**src/rtl/bit_unstuffer.sv**
```systemverilog
// Receive bit unstuffer: forwards payload bits and drops the 0 stuffed after RUN_LEN 1s; BIT_UNSTUFF_ERR_EN adds a sticky stuff_err and ERR state.
// Latency: one cycle from strobe to bit_valid/stuff_drop. No backpressure; accepts a strobe on every cycle.
module bit_unstuffer #(
    parameter int RUN_LEN = 6
) (
    input  logic clk,
    input  logic n_rst,
    input  logic shift_strobe,
    input  logic d_orig,
    input  logic clear,
    output logic bit_out,
    output logic bit_valid,
    output logic stuff_drop,
    output logic stuff_err
);

    localparam int CW = $clog2(RUN_LEN + 1);
    localparam logic [CW-1:0] RUN_MAX = CW'(RUN_LEN);

    typedef enum logic [1:0] {
        ST_RUN   = 2'd0,
        ST_CHECK = 2'd1,
        ST_ERR   = 2'd2
    } state_t;

    state_t        r_state;
    state_t        w_state_nxt;
    logic [CW-1:0] r_ones_cnt;
    logic [CW-1:0] w_ones_nxt;
    logic          r_bit_out;
    logic          w_bit_out_nxt;
    logic          r_bit_valid;
    logic          w_bit_valid_nxt;
    logic          r_stuff_drop;
    logic          w_stuff_drop_nxt;
`ifdef BIT_UNSTUFF_ERR_EN
    logic          r_stuff_err;
    logic          w_stuff_err_nxt;
`endif

    always_ff @(posedge clk or negedge n_rst) begin
        if (!n_rst) begin
            r_state      <= ST_RUN;
            r_ones_cnt   <= '0;
            r_bit_out    <= 1'b0;
            r_bit_valid  <= 1'b0;
            r_stuff_drop <= 1'b0;
        end else begin
            r_state      <= w_state_nxt;
            r_ones_cnt   <= w_ones_nxt;
            r_bit_out    <= w_bit_out_nxt;
            r_bit_valid  <= w_bit_valid_nxt;
            r_stuff_drop <= w_stuff_drop_nxt;
        end
    end

`ifdef BIT_UNSTUFF_ERR_EN
    always_ff @(posedge clk or negedge n_rst) begin
        if (!n_rst) begin
            r_stuff_err <= 1'b0;
        end else begin
            r_stuff_err <= w_stuff_err_nxt;
        end
    end
`endif

    always_comb begin
        w_state_nxt      = r_state;
        w_ones_nxt       = r_ones_cnt;
        w_bit_out_nxt    = r_bit_out;
        w_bit_valid_nxt  = 1'b0;
        w_stuff_drop_nxt = 1'b0;
`ifdef BIT_UNSTUFF_ERR_EN
        w_stuff_err_nxt  = r_stuff_err;
`endif
        // clear beats a coincident strobe; that sample is thrown away
        if (clear) begin
            w_state_nxt = ST_RUN;
            w_ones_nxt  = '0;
`ifdef BIT_UNSTUFF_ERR_EN
            w_stuff_err_nxt = 1'b0;
`endif
        end else if (shift_strobe) begin
            case (r_state)
                ST_RUN: begin
                    w_bit_valid_nxt = 1'b1;
                    w_bit_out_nxt   = d_orig;
                    if (d_orig) begin
                        if (r_ones_cnt < RUN_MAX) begin
                            w_ones_nxt = r_ones_cnt + 1'b1;
                        end
                        if (r_ones_cnt + 1'b1 == RUN_MAX) begin
                            w_state_nxt = ST_CHECK;
                        end
                    end else begin
                        w_ones_nxt = '0;
                    end
                end
                ST_CHECK: begin
`ifdef BIT_UNSTUFF_ERR_EN
                    if (!d_orig) begin
                        w_stuff_drop_nxt = 1'b1;
                        w_ones_nxt       = '0;
                        w_state_nxt      = ST_RUN;
                    end else begin
                        w_stuff_err_nxt = 1'b1;
                        w_state_nxt     = ST_ERR;
                    end
`else
                    // without error checking the stuff slot is dropped whatever its value
                    w_stuff_drop_nxt = 1'b1;
                    w_ones_nxt       = '0;
                    w_state_nxt      = ST_RUN;
`endif
                end
`ifdef BIT_UNSTUFF_ERR_EN
                ST_ERR: begin
                    w_state_nxt = ST_ERR;
                end
`endif
                default: begin
                    w_state_nxt = ST_RUN;
                    w_ones_nxt  = '0;
                end
            endcase
        end
    end

    assign bit_out    = r_bit_out;
    assign bit_valid  = r_bit_valid;
    assign stuff_drop = r_stuff_drop;
`ifdef BIT_UNSTUFF_ERR_EN
    assign stuff_err  = r_stuff_err;
`else
    assign stuff_err  = 1'b0;
`endif

endmodule
```
**config.mk**
```make
export PLATFORM = sky130hd
export DESIGN_NAME = bit_unstuffer
export DESIGN_NICKNAME = d
export VERILOG_FILES = /design/src/rtl/bit_unstuffer.sv
export SDC_FILE = /design/constraint.sdc
export NUM_CORES = 1
export LEC_CHECK = 0
export ABC_AREA = 1
export BUFFER_PORTS_ARGS = -buffer_cell sky130_fd_sc_hd__buf_4
export CAP_MARGIN = 20
export CORE_AREA = 8 8 45 47
export DETAILED_ROUTE_END_ITERATION = 8
export DIE_AREA = 0 0 53 55
export PLACE_DENSITY = 0.51
export SETUP_SLACK_MARGIN = 0.4
export SYNTH_ARGS = -nofsm -noshare
export SYNTH_HDL_FRONTEND = slang
export SYNTH_SLANG_ARGS = --single-unit
```
**constraint.sdc**
```tcl
create_clock -name clk -period 2.6 [get_ports clk]
set_input_delay 0.13 -clock clk [delete_from_list [all_inputs] [get_ports clk]]
set_output_delay 0.13 -clock clk [all_outputs]
set_load 0.05 [all_outputs]
```
* Yosys cells after proc, flatten, opt, wreduce, memory -nomap -nowiden
Index checks and enable logic that the tools add are counted.
** Operators by class
- Add/sub/neg operators :: 1
- $lt $le $gt $ge :: 1
- Equal/unequal tests :: 5
- Multiplexer cells :: 16
- Bitwise logic cells :: 1
- Reduce and logical (&&, ||, !) cells :: 5
** Operators by type and width (count)
- 3-bit 2-to-1 mux :: 5
- 2-bit 2-to-1 mux :: 5
- 1-bit 2-to-1 mux :: 6
- 3-bit != test (second input constant) :: 2
- 3-bit AND reduction :: 2
- 4-bit != test (second input constant) :: 1
- 3-bit by 1-bit adder with 3-bit output (second input constant) :: 1
- 3-bit == test (second input constant) :: 1
- 3-bit less-than comparator (second input constant) :: 1
- 2-bit by 1-bit == test with 1-bit output (second input constant) :: 1
- 2-bit zero test :: 1
- 2-bit AND reduction :: 1
- 2-bit nonzero test :: 1
- 1-bit inverter :: 1
** Word-level totals
- Flip-flop bits (word level) :: 8
- Input bits :: 5
- Output and inout bits :: 4

* Logic depth before layout (Yosys ltp)
Gate-level depths: netlist (run 1).
- Depth after elaboration :: 7
- Mapped depth :: 7
- Mapped depth without buffers :: 7

* Least setup slack after synthesis (run 1)
Ideal clock, no wire load.
- Kind :: register to register
- Start :: register r_ones_cnt[0]
- End :: register r_ones_cnt[2]
- Arrival time :: 865 ps
- Data required time :: 2482 ps
- Slack :: 1617 ps
- Stages on the path, launching flop included :: 8
- Buffers on the path :: 0
- Clock period less this slack :: 983 ps
- Cell sequence :: dfrtp_1 -> ha_1 -> inv_1 -> nand2_1 -> nand2_1 -> nor2_2 -> nand3_1 -> nand2_1
** Between the ends
- Cells in the longest elaborated chain, start to end :: 6
- Elaborated cells between the ends (all ways) :: 9
- Classes of those cells :: 1 x add/sub; 1 x order compare; 1 x eq/ne; 5 x mux; 1 x reduce/logical
** Ends and longest elaborated chain
- start: declaration :: RTL line 28 : logic [CW-1:0] r_ones_cnt;
- start signal: assignment :: RTL line 50 : r_ones_cnt <= w_ones_nxt;
- 3-bit by 1-bit adder with 3-bit output :: RTL line 90 : w_ones_nxt = r_ones_cnt + 1'b1;
- 3-bit 2-to-1 mux :: RTL line 89 : if (r_ones_cnt < RUN_MAX) begin
- 3-bit 2-to-1 mux :: RTL line 88 : if (d_orig) begin
- 3-bit 2-to-1 mux :: RTL line 84 : case (r_state)
- 3-bit 2-to-1 mux :: RTL line 83 : end else if (shift_strobe) begin
- 3-bit 2-to-1 mux :: RTL line 77 : if (clear) begin
Parallel ways exist; a longest one is shown, timed or not. The select of a mux whose other input is x is not followed.
A chain may end at the register's enable or synchronous reset.

* Final worst setup path (run 1)
Ends and elaborated chain as after synthesis.

==> impl_table.tex, run 1 <==
\begin{tabular}{lr}
\hline
Metric & Value \\
\hline
\multicolumn{2}{l}{\textbf{Global route}} \\
\quad Total GRT Usage & between 6 and 7\% \\
\quad Via count of the first global-routing pass & $\sim$310 \\
\quad Number of antenna violations at the first check in global routing & 0 \\
\quad Maximum number of pins on one net before global-route repair & 8 \\
\quad Global-route wire length before repair & between 1000 and 1500 µm \\
\quad Grt ovf & 0 \\
\multicolumn{2}{l}{\textbf{Min path}} \\
\quad Kind of path behind the tightest hold check & in -> reg \\
\quad HP Start & clear \\
\multicolumn{2}{l}{\textbf{Floorplan}} \\
\quad Cell row count & 14 \\
\quad Horizontal die dimension & about 53 µm \\
\quad Initial Utilization & approximately 28\% \\
\quad Floorplan die area & 2920 µm² \\
\quad Vertical extent of the die & about 55 µm \\
\quad Ports & 9 \\
\quad Floorplan core area & 1380 µm² \\
\multicolumn{2}{l}{\textbf{Clock network}} \\
\quad Insertion delay to the later sink of the worst-skew pair & 0.25 ns \\
\quad CTS tree & built \\
\quad Clock edge transition at the registers on the reported setup and hold paths & 0.05 ns \\
\quad Inserted Clock Buffers & 3 \\
\quad CTS HTree Levels & 1 \\
\quad Maximum count of clock buffers along a single path & 2 \\
\quad CTS Root Cell & clkbuf\_4 \\
\quad Clock net sink count & 7 \\
\quad Cells resized by post-CTS repair & 0 \\
\multicolumn{2}{l}{\textbf{Finish}} \\
\quad Layout-stage area growth over the synthesis result & 26.5\% \\
\quad Multi-input gate area & between 150 and 200 µm² \\
\quad Sequential Area & between 150 and 200 µm² \\
\quad Diodes inserted & 0 \\
\quad Proportion of layout cells with a drive suffix above 1 & between 20 and 30\% \\
\quad Number of fill cells in the layout & 152 \\
\quad Final net count & 66 \\
\multicolumn{2}{l}{\textbf{Setup path}} \\
\quad Critical-path top delay cell & dfrtp\_1 \\
\quad Launching element type of the critical path & flop \\
\quad Combined buffer and inverter count along the critical path & 1 \\
\quad Cells along the critical path & ha\_1 -> inv\_1 -> nand2\_1 -> nand2\_1 -> nor2\_2 -> nand3\_1 -> nand2\_1 \\
\quad Maximum fanout encountered on the critical timing path & 4 \\
\quad WS Path Type & reg -> reg \\
\quad Startpoint of the lowest-slack register-to-register path & r\_ones\_cnt[0] \\
\quad Type of element capturing the critical path & flop \\
\quad CP Data Arrival Time & 1.20 ns \\
\quad Startpoint of the most critical setup path & r\_ones\_cnt[0] \\
\quad Crit path largest cell delay & just over 0.4 ns \\
\quad Critical path's most frequent cell & nand2\_1 \\
\quad Dominant delay contributor by cell family on the critical path & flip-flops \\
\quad Required time of the critical path & between 2 and 3 ns \\
\multicolumn{2}{l}{\textbf{Routing}} \\
\quad Pre-antenna DRT Iters & 4 \\
\quad Wire length per cell after detailed routing & around 9.5 µm \\
\quad Violation count after the first detailed-route iteration & 2 \\
\quad Drt total wl & approximately 700 µm \\
\quad Vias & 310 \\
\quad Ratio of routed vias to standard cells & 4.19 \\
\quad Antenna-violating nets left & 0 \\
\quad DRC violation count after routing & 0 \\
\multicolumn{2}{l}{\textbf{STA}} \\
\quad Final hold violation count & 0 \\
\quad Total Negative Setup Slacks & 0 ns \\
\quad Setup repair after global routing missed its margin & false \\
\quad Fmax achieved & 935 MHz \\
\quad Min Tclk post-route & approximately 1.1 ns \\
\quad Setup skew after layout & just under 0.0006 ns \\
\quad Number of pins with negative max-slew slack in the final report & 0 \\
\quad Number of setup violations in the final report & 0 \\
\quad Final cycle utilization of the critical path & 41.1\% \\
\quad Setup WS post-layout & 1.53 ns \\
\multicolumn{2}{l}{\textbf{Synthesis}} \\
\quad Netlist area before placement & approximately 380 µm² \\
\quad Instance count of the mapped netlist & 47 \\
\quad Post-synth top area share & a little under half \\
\quad Seq/Total Area, Yosys & around 46\% \\
\quad Syn\_nets & 54 \\
\quad Synthesis warning total & 0 \\
\quad Register bit count reported by yosys & 7 \\
\quad Library cell occupying the most area in the post-synthesis netlist & dfrtp\_1 \\
\quad Post-synth cell types & 15 \\
\quad Average instance area after synthesis & slightly above 8 µm² \\
\quad Leading cell types by total area after synthesis & dfrtp\_1 (46\%), nand2\_1 (17\%), ha\_1 (6.5\%) \\
\multicolumn{2}{l}{\textbf{Power and ir drop}} \\
\quad Worst voltage drop across the vdd grid & $\sim$0.21 mV \\
\quad Power density over the cells & between 500 and 600 nW/µm² \\
\quad Leakage power total & around 0.26 nW \\
\multicolumn{2}{l}{\textbf{Place}} \\
\quad Setup WS pre-CTS & $\sim$1.5 ns \\
\quad Weighted congestion at the end of routability-driven global placement & around 0.76 \\
\quad PortBufs & 7 \\
\quad HPWL after detailed placement & approximately 560 µm \\
\multicolumn{2}{l}{\textbf{Run}} \\
\quad Max-cap violations & 0 \\
\multicolumn{2}{l}{\textbf{Outcome}} \\
\quad Status & complete, no violations \\
\hline
\end{tabular}
placed cells by master (no fill, tap or decap):
master and instances:
nand2_1 17, nor2_2 1, clkbuf_1 1, inv_1 4
nor2_4 1, dlygate4sd3_1 1, buf_4 7, ha_1 2
nand3_1 4, nand2_4 1, conb_1 1, inv_2 1
dfrtp_1 7, nand3_2 1, nand2_2 1, or2_4 1
clkbuf_4 3, nor2_1 4
area by class of cell:
cell class              count  area share, %
clock buffers               4           5.43
multi-input cells          34           37.5
repair buffers              8           12.9
flip-flops and latches      7           36.2
well taps                  16           4.13
inverters                   5           3.88
logic make-up after synthesis:
| group | synth area share (%) |
|---|---|
| and+or+nand+nor | 39.9 |
| DFF | 45.8 |
| buffers and inverters | 6.86 |
| adders and majority gates | 6.53 |
| other | 0.979 |
path summary, 6_finish.rpt:
path | to | slack (ns) | cells past startpoint
worst max-delay path | r_ones_cnt[2] | 1.53 | 7
worst min register to register | bit_out | 0.48 | 2
min in group asynchronous | stuff_drop | 0.23 | 2
max in group asynchronous | r_ones_cnt[2] | 2.24 | 2
worst min-delay path | stuff_drop | 0.07 | 2
worst max register to register | r_ones_cnt[2] | 1.53 | 7
where the power goes:
group,internal (mW),switching [mW],leakage (nW)
clock,0.0584,0.0375,0.0150
sequential,0.114,0.00354,0.0941
combinational,0.0154,0.0283,0.155
total,0.188,0.0693,0.264
sequential cells by signal, summed over array words and instances (netlist names):
name	flops
r_state	1
bit_out	1
bit_valid	1
r_ones_cnt	3
stuff_drop	1
repair_timing:
| action | CTS | global route |
|---|---|---|
| setup buffers | 0 | 0 |
| hold buffers | 1 | 0 |
| endpoints found under the hold margin | 7 | 0 |
cells in the mapped netlist:
cell	n
nor2_2	1
conb_1	1
inv_2	1
nand2_4	1
nor2_1	4
nand2_1	17
inv_1	4
dfrtp_1	7
nand3_1	4
nand3_2	1
buf_4	1
or2_4	1
nor2_4	1
nand2_2	1
ha_1	2
per-layer routing:
layer / track usage (%) / up-vias / wire length [µm]
met5: 0 / - / 0
met4: 1.29 / 0 / 0
met3: 5.61 / 0 / 87
met2: 8.59 / 8 / 316
met1: 6.77 / 140 / 297
li1: - / 162 / -
stage by stage:
stage          cell area, µm²  utilization (%)  hold slack, ns  cells  power [mW]
6_report                  484             35.0          0.0737     74       0.257
5_1_grt                   484             35.0          0.0685     74       0.276
4_1_cts                   484             35.0          0.0629     74       0.266
3_5_place_dp              448             32.4         -0.0502     69       0.163
3_3_place_gp              448             32.4         -0.0493     69       0.162
2_1_floorplan             383                -          -0.166     47       0.147
(Power assumes the default switching activity.)
==> inputs of run 2 (changes only) <==
==> constraint.sdc (replaced) <==
create_clock -name clk -period 1.02 [get_ports clk]
set_input_delay 0.051 -clock clk [delete_from_list [all_inputs] [get_ports clk]]
set_output_delay 0.051 -clock clk [all_outputs]
set_load 0.05 [all_outputs]
==> run 2 against run 1 <==
The flow now finishes with violations (negative hold slack, negative setup slack). Die area is the same. Worst hold slack lost 0.089 ns. Worst setup slack lost 1.6 ns. Clock power grew to 2.7 times the previous value. Sequential power grew to 2.6 times the previous value. Core utilization grew 4.8 points. Global-route usage grew 0.55 points. Flip-flop and latch count is the same. Critical path depth shrank 1. Fmax grew 2.6%. Largest cell class unchanged. Highest routed layer is now met4.
==> impl_table.tex, run 2 (synthesis results as in run 1) <==
\begin{tabular}{lr}
\hline
Metric & Value \\
\hline
\multicolumn{2}{l}{\textbf{Finish}} \\
\quad Proportion of layout cells with a drive suffix above 1 & 47.5\% (+18 points) \\
\quad Diodes inserted & 0 (unchanged) \\
\quad Multi-input gate area & 199 µm² (+9.7\%) \\
\quad Leading cell type in the layout, fill and taps excluded & nand2\_1 \\
\quad Final net count & 69 (+4.5\%) \\
\quad Number of flip-flops under the largest register name & 3 (unchanged) \\
\quad Sequential Area & 179 µm² (+2.1\%) \\
\quad Most flops, register & r\_ones\_cnt \\
\quad Most frequent cells in the layout & nand2\_1 (14), buf\_4 (7) \\
\quad Number of fill cells in the layout & 150 (-1.3\%) \\
\quad Layout-stage area growth over the synthesis result & 43.8\% \\
\multicolumn{2}{l}{\textbf{Setup path}} \\
\quad Startpoint of the most critical setup path & r\_ones\_cnt[0] \\
\quad Crit path largest cell delay & 0.41 ns (about the same) \\
\quad Critical path depth in cells & 6 (-1) \\
\quad Startpoint of the lowest-slack register-to-register path & r\_ones\_cnt[0] \\
\quad Critical-path top delay cell & dfrtp\_1 \\
\quad CP Data Arrival Time & 1.24 ns (+0.04 ns) \\
\quad Worst setup path endpoint & r\_state[0] \\
\quad Slack of the worst reg-to-reg path & -0.02 ns (-1.55 ns) \\
\quad Maximum fanout encountered on the critical timing path & 3 (-1) \\
\quad Combined buffer and inverter count along the critical path & 0 (-1) \\
\quad Required time of the critical path & 1.22 ns (-1.51 ns) \\
\quad Launching element type of the critical path & flop \\
\quad Worst Reg-to-Reg Cells & 6 (-1) \\
\quad WS Path Type & reg -> reg \\
\quad Worst reg2reg endpoint & r\_state[0] \\
\quad Dominant delay contributor by cell family on the critical path & flip-flops \\
\quad Type of element capturing the critical path & flop \\
\quad Critical path's most frequent cell & nand2\_1 \\
\quad Cells along the critical path & ha\_2 -> nand2\_1 -> nand2\_2 -> nor2\_2 -> nand3\_1 -> nand2\_1 \\
\multicolumn{2}{l}{\textbf{STA}} \\
\quad Number of pins with negative max-slew slack in the final report & 0 (unchanged) \\
\quad Final cycle utilization of the critical path & 102\% (+61 points) \\
\quad Total Negative Setup Slacks & -0.0227 ns (-0.0227 ns) \\
\quad Number of setup violations in the final report & 1 (+1) \\
\quad Minimum hold slack & -0.0157 ns (-0.0895 ns) \\
\quad Setup repair after global routing missed its margin & true \\
\quad Fmax achieved & 959 MHz (+2.6\%) \\
\quad Final hold violation count & 1 (+1) \\
\quad Setup skew after layout & 0.00248 ns (+0.00188 ns) \\
\quad Setup WS post-layout & -0.0227 ns (-1.55 ns) \\
\quad Min Tclk post-route & 1.04 ns (-0.0271 ns) \\
\multicolumn{2}{l}{\textbf{Clock network}} \\
\quad Clock net sink count & 7 (unchanged) \\
\quad Post-cts hold buffer count & 1 (unchanged) \\
\quad Inserted Clock Buffers & 3 (unchanged) \\
\quad Maximum count of clock buffers along a single path & 2 (unchanged) \\
\quad CTS HTree Levels & 1 (unchanged) \\
\quad CTS Root Cell & clkbuf\_4 \\
\quad Insertion delay to the later sink of the worst-skew pair & 0.25 ns (about the same) \\
\quad CTS tree & built \\
\quad Clock edge transition at the registers on the reported setup and hold paths & 0.05 ns (about the same) \\
\multicolumn{2}{l}{\textbf{Place}} \\
\quad HPWL after detailed placement & 572 µm (+1.5\%) \\
\quad PortBufs & 7 (unchanged) \\
\quad Weighted congestion at the end of routability-driven global placement & 0.721 (-5.2\%) \\
\multicolumn{2}{l}{\textbf{Min path}} \\
\quad Kind of path behind the tightest hold check & in -> reg \\
\multicolumn{2}{l}{\textbf{Routing}} \\
\quad Violation count after the first detailed-route iteration & 7 (+5) \\
\quad Pre-antenna DRT Iters & 4 (unchanged) \\
\quad Wire length per cell after detailed routing & 10.7 µm (+13\%) \\
\quad DRC violation count after routing & 0 (unchanged) \\
\quad Vias & 323 (+4.2\%) \\
\quad Ratio of routed vias to standard cells & 4.19 (+0.13\%) \\
\quad Drt total wl & 826 µm (+18\%) \\
\quad Antenna-violating nets left & 0 (unchanged) \\
\multicolumn{2}{l}{\textbf{Power and ir drop}} \\
\quad Leakage power total & 0.279 nW (+5.7\%) \\
\quad Worst voltage drop across the vdd grid & 0.709 mV (+240\%) \\
\quad Power density over the cells & 1270 nW/µm² (+140\%) \\
\multicolumn{2}{l}{\textbf{Global route}} \\
\quad Number of antenna violations at the first check in global routing & 0 (unchanged) \\
\quad Grt ovf & 0 (unchanged) \\
\quad Via count of the first global-routing pass & 329 (+7.9\%) \\
\quad Maximum number of pins on one net before global-route repair & 8 (unchanged) \\
\quad Total GRT Usage & 6.70\% (+0.55 points) \\
\quad Global-route wire length before repair & 1360 µm (+8.3\%) \\
\multicolumn{2}{l}{\textbf{Floorplan}} \\
\quad Floorplan core area & 1380 µm² (unchanged) \\
\quad Floorplan die area & 2920 µm² (unchanged) \\
\quad Horizontal die dimension & 53 µm (unchanged) \\
\quad Ports & 9 (unchanged) \\
\quad Initial Utilization & 27.7\% (unchanged) \\
\quad Vertical extent of the die & 55 µm (unchanged) \\
\quad Cell row count & 14 (unchanged) \\
\multicolumn{2}{l}{\textbf{Run}} \\
\quad Max-cap violations & 0 (unchanged) \\
\multicolumn{2}{l}{\textbf{Outcome}} \\
\quad Status & finished with violations \\
\quad Violated checks & negative hold slack, negative setup slack \\
\hline
\end{tabular}
[run 2: cell types whose count changed in the layout (fill, tap and decap cells not counted), sizes merged]
cell	previous run	this run
buf	7	10
[run 2: power breakdown]
group	total (mW)	internal [mW]	leakage (nW)	switching, mW
combinational	0.135	0.0577	0.174	0.0774
sequential	0.304	0.292	0.0899	0.0121
clock	0.258	0.150	0.0150	0.108
[run 2: stage by stage]
step           setup slack, ns  instances  instance area (µm²)  power, mW  utilization, %
2_1_floorplan           0.0667         47                  397      0.377               -
3_3_place_gp          0.000935         70                  469      0.419            33.9
3_5_place_dp          -0.00262         70                  469      0.420            33.9
4_1_cts                -0.0123         76                  538      0.716            38.9
5_1_grt                -0.0839         77                  551      0.735            39.8
6_report               -0.0227         77                  551      0.697            39.8
[run 2: final cells by class]
class,count,share of cell area [%]
clock buffers,4,4.77
inverters,5,3.41
multi-input cells,34,36.1
flip-flops and latches,7,32.5
well taps,16,3.64
repair buffers,11,19.5
[run 2: worst min-delay path by stage]
stage               start         end  slack (ns)  depth (start not counted)
floorplan           n_rst     bit_out       -0.24                          0
global placement    n_rst  r_state[0]       -0.13                          1
detailed placement  n_rst  r_state[0]       -0.13                          1
CTS                 clear  stuff_drop       -0.03                          2
global route        clear  stuff_drop       -0.02                          2
finish              clear  stuff_drop       -0.02                          2
[run 2: metal layers]
metal  wire [µm]  vias to the layer above  GRT usage, %
li1            -                      167             -
met1         339                      145          6.78
met2         434                        6          11.1
met3          19                        5         0.802
met4          32                        0          7.76
met5           0                        -             0
[run 2: timing repair]
item                                    4_1_cts  5_1_grt
endpoints found under the setup margin       10       10
cloned                                        0        0
pin swaps                                     3        4
endpoints found under the hold margin         8        1
resized for setup                             9        2
buffers inserted                              1        1
